--- config.mk ---
export PLATFORM = sky130hd
export DESIGN_NAME = wb_stage
export DESIGN_NICKNAME = d
export VERILOG_FILES = /design/src/rtl/mips_pkg.sv /design/src/rtl/wb_stage_load_align.sv /design/src/rtl/wb_stage.sv
export SDC_FILE = /design/constraint.sdc
export NUM_CORES = 1
export LEC_CHECK = 0
export CORE_AREA = 2 2 127 129
export DETAILED_ROUTE_END_ITERATION = 12
export DIE_AREA = 0 0 129 131
export DONT_BUFFER_PORTS = 1
export PLACE_DENSITY = 0.65
export SKIP_CTS_REPAIR_TIMING = 1
export SLEW_MARGIN = 20
export SYNTH_ARGS = -nofsm -noshare
export SYNTH_HDL_FRONTEND = slang
export SYNTH_SLANG_ARGS = --single-unit
--- constraint.sdc ---
create_clock -name clk -period 1.8 [get_ports clk]
set_input_delay 0.27 -clock clk [delete_from_list [all_inputs] [get_ports clk]]
set_output_delay 0.27 -clock clk [all_outputs]
set_load 0.05 [all_outputs]
--- src/rtl/mips_pkg.sv ---
// Shared MIPS encodings and the MEM/WB stage payload.
// Contents: XLEN, register-index width, REGDST_*/WBSEL_*/LD_* encodings,
//           REG_RA ($31), and wb_entry_t (fields captured by wb_stage).
package mips_pkg;

    localparam int unsigned XLEN  = 32;
    localparam int unsigned REG_W = 5;

    localparam logic [1:0] REGDST_RT = 2'b00;
    localparam logic [1:0] REGDST_RD = 2'b01;
    localparam logic [1:0] REGDST_RA = 2'b10;

    localparam logic [1:0] WBSEL_ALU  = 2'b00;
    localparam logic [1:0] WBSEL_LOAD = 2'b01;
    localparam logic [1:0] WBSEL_PC4  = 2'b10;

    localparam logic [2:0] LD_LW  = 3'b000;
    localparam logic [2:0] LD_LB  = 3'b001;
    localparam logic [2:0] LD_LBU = 3'b010;
    localparam logic [2:0] LD_LH  = 3'b011;
    localparam logic [2:0] LD_LHU = 3'b100;

    localparam logic [REG_W-1:0] REG_RA = 5'd31;

    // Everything the MEM stage hands over for write-back.
    typedef struct packed {
        logic             reg_write;
        logic [1:0]       reg_dst;
        logic [1:0]       wb_sel;
        logic [2:0]       load_type;
        logic [REG_W-1:0] rt;
        logic [REG_W-1:0] rd;
        logic [XLEN-1:0]  alu_result;
        logic [XLEN-1:0]  mem_rdata;
        logic [XLEN-1:0]  pc_plus4;
    } wb_entry_t;

endpackage

--- src/rtl/wb_stage_load_align.sv ---
// load_align: little-endian byte/half extraction and extension of a load word.
// Ports: mem_rdata_i (read word), off_i (byte offset), load_type_i (LD_*),
//        data_o (extended 32-bit result, combinational).
module load_align
    import mips_pkg::*;
(
    input  logic [XLEN-1:0] mem_rdata_i,
    input  logic [1:0]      off_i,
    input  logic [2:0]      load_type_i,
    output logic [XLEN-1:0] data_o
);

    logic [7:0]  byte_v;
    logic [15:0] half_v;

    always_comb begin
        byte_v = 8'(mem_rdata_i >> {off_i, 3'b000});
        // Halfword offset uses only off[1]; misaligned low bit is ignored.
        half_v = off_i[1] ? mem_rdata_i[31:16] : mem_rdata_i[15:0];
        case (load_type_i)
            LD_LB:   data_o = {{24{byte_v[7]}}, byte_v};
            LD_LBU:  data_o = {24'd0, byte_v};
            LD_LH:   data_o = {{16{half_v[15]}}, half_v};
            LD_LHU:  data_o = {16'd0, half_v};
            default: data_o = mem_rdata_i;
        endcase
    end

endmodule

--- src/rtl/wb_stage.sv ---
// wb_stage: MEM/WB pipeline register and register-file write-back unit.
// Captures MEM results, selects write data (ALU / aligned load / PC+4) and
// destination (rt / rd / $31), drives the RF write port once per instruction
// and counts retired instructions.
// Ports: clk, rst (sync, active high); in_valid/stall/flush control; MEM
//        fields (reg_write_in, reg_dst, wb_sel, load_type, rt, rd, alu_result,
//        mem_rdata, pc_plus4); decode RF reads (read_reg1/2, rf_data1/2);
//        outputs reg_write, write_reg, write_data, fwd_data1/2, wb_valid,
//        retired_cnt.
// Config: WB_BYPASS_EN enables write-through forwarding onto fwd_data1/2.
module wb_stage
    import mips_pkg::*;
#(
    parameter int unsigned CNT_W = 32
) (
    input  logic              clk,
    input  logic              rst,
    input  logic              in_valid,
    input  logic              stall,
    input  logic              flush,
    input  logic              reg_write_in,
    input  logic [1:0]        reg_dst,
    input  logic [1:0]        wb_sel,
    input  logic [2:0]        load_type,
    input  logic [REG_W-1:0]  rt,
    input  logic [REG_W-1:0]  rd,
    input  logic [XLEN-1:0]   alu_result,
    input  logic [XLEN-1:0]   mem_rdata,
    input  logic [XLEN-1:0]   pc_plus4,
    input  logic [REG_W-1:0]  read_reg1,
    input  logic [REG_W-1:0]  read_reg2,
    input  logic [XLEN-1:0]   rf_data1,
    input  logic [XLEN-1:0]   rf_data2,
    output logic              reg_write,
    output logic [REG_W-1:0]  write_reg,
    output logic [XLEN-1:0]   write_data,
    output logic [XLEN-1:0]   fwd_data1,
    output logic [XLEN-1:0]   fwd_data2,
    output logic              wb_valid,
    output logic [CNT_W-1:0]  retired_cnt
);

    wb_entry_t        entry_q, entry_d;
    logic             valid_q, valid_d;
    logic             fired_q, fired_d;
    logic [CNT_W-1:0] cnt_q, cnt_d;
    logic [XLEN-1:0]  load_data;

    // Next-state: retire bookkeeping, then capture (flush beats stall).
    always_comb begin
        entry_d = entry_q;
        valid_d = valid_q;
        fired_d = fired_q;
        cnt_d   = cnt_q;
        if (valid_q && !fired_q && !flush) begin
            fired_d = 1'b1;
            cnt_d   = cnt_q + CNT_W'(1);
        end
        if (flush) begin
            valid_d = 1'b0;
        end else if (!stall) begin
            entry_d.reg_write  = reg_write_in;
            entry_d.reg_dst    = reg_dst;
            entry_d.wb_sel     = wb_sel;
            entry_d.load_type  = load_type;
            entry_d.rt         = rt;
            entry_d.rd         = rd;
            entry_d.alu_result = alu_result;
            entry_d.mem_rdata  = mem_rdata;
            entry_d.pc_plus4   = pc_plus4;
            valid_d            = in_valid;
            fired_d            = 1'b0;
        end
    end

    // Stage register.
    always_ff @(posedge clk) begin
        if (rst) begin
            entry_q <= '0;
            valid_q <= 1'b0;
            fired_q <= 1'b0;
            cnt_q   <= '0;
        end else begin
            entry_q <= entry_d;
            valid_q <= valid_d;
            fired_q <= fired_d;
            cnt_q   <= cnt_d;
        end
    end

    load_align u_load_align (
        .mem_rdata_i (entry_q.mem_rdata),
        .off_i       (entry_q.alu_result[1:0]),
        .load_type_i (entry_q.load_type),
        .data_o      (load_data)
    );

    // Destination and data select from the captured entry.
    always_comb begin
        case (entry_q.reg_dst)
            REGDST_RD: write_reg = entry_q.rd;
            REGDST_RA: write_reg = REG_RA;
            default:   write_reg = entry_q.rt;
        endcase
        case (entry_q.wb_sel)
            WBSEL_LOAD: write_data = load_data;
            WBSEL_PC4:  write_data = entry_q.pc_plus4;
            default:    write_data = entry_q.alu_result;
        endcase
        // fired_q blocks repeat writes while the entry is held by a stall.
        reg_write = valid_q && entry_q.reg_write && !fired_q && (write_reg != '0);
    end

`ifdef WB_BYPASS_EN
    // Write-through: decode sees the value being committed this cycle.
    always_comb begin
        fwd_data1 = (reg_write && (read_reg1 == write_reg)) ? write_data : rf_data1;
        fwd_data2 = (reg_write && (read_reg2 == write_reg)) ? write_data : rf_data2;
    end
`else
    logic unused_read_regs;
    assign unused_read_regs = ^{read_reg1, read_reg2};
    assign fwd_data1 = rf_data1;
    assign fwd_data2 = rf_data2;
`endif

    assign wb_valid    = valid_q;
    assign retired_cnt = cnt_q;

endmodule

==> summary.txt <==
Synth
  • Syn_nets: between 1000 and 1500
  • Post-Syn Area: between 7000 and 8000 sq um
  • Flops & latches, synth: approximately 150
  • Syn. warnings: 0
  • Synth Instances: 1008
  • Main synth FF type: dfxtp_1
  • Asr flop ratio synth: 0%
  • Post-synthesis sequential area ratio: 39.9%
  • Avg Inst Size Synth: 7.36 sq um
  • Dominant cell type by area after synthesis: dfxtp_1
  • Distinct cells, synth: 44
  • Top cells by area, synth: dfxtp_1 (40%), nand2_1 (14%), a21oi_1 (12%)
  • Share of the synthesized area in the top cell type: 39.9%
  • Post-synth EDFFs: 0

Flow run
  • Max-cap violations: 0

Die
  • Die Width: 129 microns
  • Row count: 46
  • Ports: 328
  • Std-Cell Core Area: 15600 sq um
  • Die height: 131 microns
  • Starting density of the core: a little under half
  • Die Area: 16900 sq um

Placed design
  • DP HPWL: between 10000 and 15000 microns
  • Port Buffers: 0
  • Place WS: -0.341 ns
  • Gpl congestion: between 0.8 and 0.9

Power and ir drop
  • Seq pwr share: 38.9%
  • Peak supply drop: 0.000665 V
  • Clock group share of total power: 40.4%
  • Lkg Pwr: 4.10 nW
  • Int Pwr: approximately 0.0063 W
  • P per Cell Area: 814 nW/um^2
  • Combinational Power Share: between 20% and 30%
  • Total design power: 0.00896 W
  • Switching Share: 29.6%
  • Switching power: 0.00265 W

GRT
  • First-pass GRT wire length: 33400 microns
  • Total track usage: 25.3%
  • GRT overflow: 0
  • Met2 global-route usage: between 40% and 50%
  • Antenna violations before repair: 0
  • Largest net degree at the start of global routing: 149
  • M3 GR Usage: between 8 and 9%
  • Most Crowded Layer GR: met2
  • Number of global-route vias before repair: roughly 6400
  • Grt met1 use: 31.7%

Detailed routing
  • DR WL/cell: 17.5 microns
  • Total iterations of the first detailed-routing run: 5
  • Drc violations: 0
  • Routed vias/inst: 5.43
  • Via Count: 7400
  • Post-route ant nets: 0
  • DR iter-0 viols: 577
  • Final wirelength: approximately 24000 microns

Clock network
  • CTS Buf Count: 17
  • Clock Latency Late Sink: 0.43 ns
  • Clk root buf: clkbuf_16
  • Clock slew at reported path FFs: 0.07 ns
  • Clock tree buffer depth: 2
  • TritonCTS clock tree: yes
  • Clk sinks: around 150
  • H-tree depth: 4

Timing
  • Sum of negative setup slack: -20.11 ns
  • Final period utilization: 136%
  • Fin. Hold Viols: 17
  • Clk_skew: approximately 0.0065 ns
  • Fmax achieved: 408 MHz
  • Fin. max-slew vios: 0
  • Slew margin rel.: 62.9%
  • Hold Slack: -0.0247 ns
  • Shortest period the worst path allows: 2.45 ns
  • Final WS setup: -0.650 ns
  • RSZ-0062 raised after global routing: true
  • Worst Tran Pin Value: 0.541 ns
  • Final setup fails: 38

Final layout
  • # fillers: 1217
  • Share of cells above drive strength 1: a little over a quarter
  • Layout area overhead: 48.3%
  • Layout Nets: 1330
  • Layout Utilization: a little over two thirds

Min path
  • Type of the worst min-delay path: in -> reg

Setup path
  • Critical-path top delay cell: a311oi_4
  • Crit path top cell by count: buf_6
  • Crit path max fanout: 8
  • Crit path max-delay family: compound AO/OA/AOI/OAI gates
  • WS Path Type: reg -> out
  • CP Capture Type: primary output
  • CP arrival: 2.18 ns
  • Worst setup SP type: flip-flop
  • Worst Path Required: 1.53 ns
  • Slowest stage delay, CP: 0.41 ns
  • Worst path cell trace: mux2i_2 > nor2b_4 > a311oi_4 > buf_6 > buf_6 > o21ai_4 > a21oi_4 > buf_12
  • Worst path bufs/invs: 3

Run status
  • Status: finished with violations
  • Failing checks: hold timing, setup timing
power by group through the flow:
stage / combinational [W] / clock [W] / sequential [W]
final: 0.00185 / 0.00362 / 0.00348
after global routing: 0.00195 / 0.00382 / 0.00349
after CTS: 0.00152 / 0.00366 / 0.00347
after detailed placement: 0.00151 / 0 / 0.00354
after global placement: 0.00150 / 0 / 0.00354
after floorplan: 0.00140 / 0 / 0.00352
cells in the final DEF (no fill, tap or decap), drive strengths merged, types with 2 or more instances in the layout:
cell	netlist	final
dlygate4sd3	0	95
inv	23	31
dfxtp	148	148
xor2	3	3
clkbuf	55	17
o211ai	6	6
clkinv	0	2
o221ai	6	6
nor2b	24	24
bufinv	0	2
o21ai	43	43
and4	5	5
clkinvlp	0	3
nand4	5	5
xnor2	26	26
mux2	3	3
or3	5	5
nor2	53	53
nor4	11	11
nand3	10	10
nor3b	3	3
a31oi	7	7
o221a	4	4
nand2	267	267
a21oi	175	175
a221oi	6	6
buf	82	147
mux2i	11	11
nand3b	2	2
nor3	12	12
ha	5	5
per-layer routing:
layer	vias to the layer above	wire, microns
li1	3564	-
met1	3492	9580
met2	293	11500
met3	51	2100
met4	0	659
met5	-	0
stage by stage:
step,std cells,area [sq um]
5_1_grt,1361,11000
3_5_place_dp,1221,8880
4_1_cts,1253,9470
2_1_floorplan,1008,8060
6_report,1362,11000
3_3_place_gp,1221,8880
sequential cells by signal, indices dropped and copies added (netlist names):
name and flops:
entry_q 114, retired_cnt 32, wb_valid 1, fired_q 1
logic make-up (layout without fill, tap and decap cells):
group,count (synthesis),in the layout,share of synthesized area (%)
flip-flops,148,148,39.9
other,0,1,0
multiplexers,14,14,1.94
buffers and inverters,160,297,11.7
adder cells (fa/ha/maj),6,6,0.978
AND/OR/NAND/NOR,399,399,23.5
XOR/XNOR,29,29,3.42
AO/OA/AOI/OAI,252,252,18.6
cell usage after synthesis (all sizes together) (2+ instances only):
library cell,instances
a21oi,175
a221oi,6
a31oi,7
and4,5
buf,82
clkbuf,55
dfxtp,148
ha,5
inv,23
mux2,3
mux2i,11
nand2,267
nand3,10
nand3b,2
nand4,5
nor2,53
nor2b,24
nor3,12
nor3b,3
nor4,11
o211ai,6
o21ai,43
o221a,4
o221ai,6
or3,5
xnor2,26
xor2,3
path summary, 6_finish.rpt:
| check | from | to | slack, ns | cells after the start |
|---|---|---|---|---|
| worst min-delay path | pc_plus4[5] | entry_q[5] | -0.02 | 2 |
| worst min register to register | entry_q[8] | entry_q[8] | 0.45 | 2 |
| worst max register to register | retired_cnt[0] | retired_cnt[3] | 0.07 | 6 |
| worst max-delay path | entry_q[65] | write_data[17] | -0.65 | 8 |
final cells by class:
class	count	area [sq um]	area share [%]
clock inverter	15	166	1.51
sequential	148	3020	27.4
inverter	23	88.8	0.807
clock buffer	17	425	3.86
timing repair buffer	242	2650	24.0
tap	216	270	2.46
antenna	1	2.50	0.0227
multi-input combinational	700	4390	39.9
No activity file was read; power rests on OpenSTA's default activity.
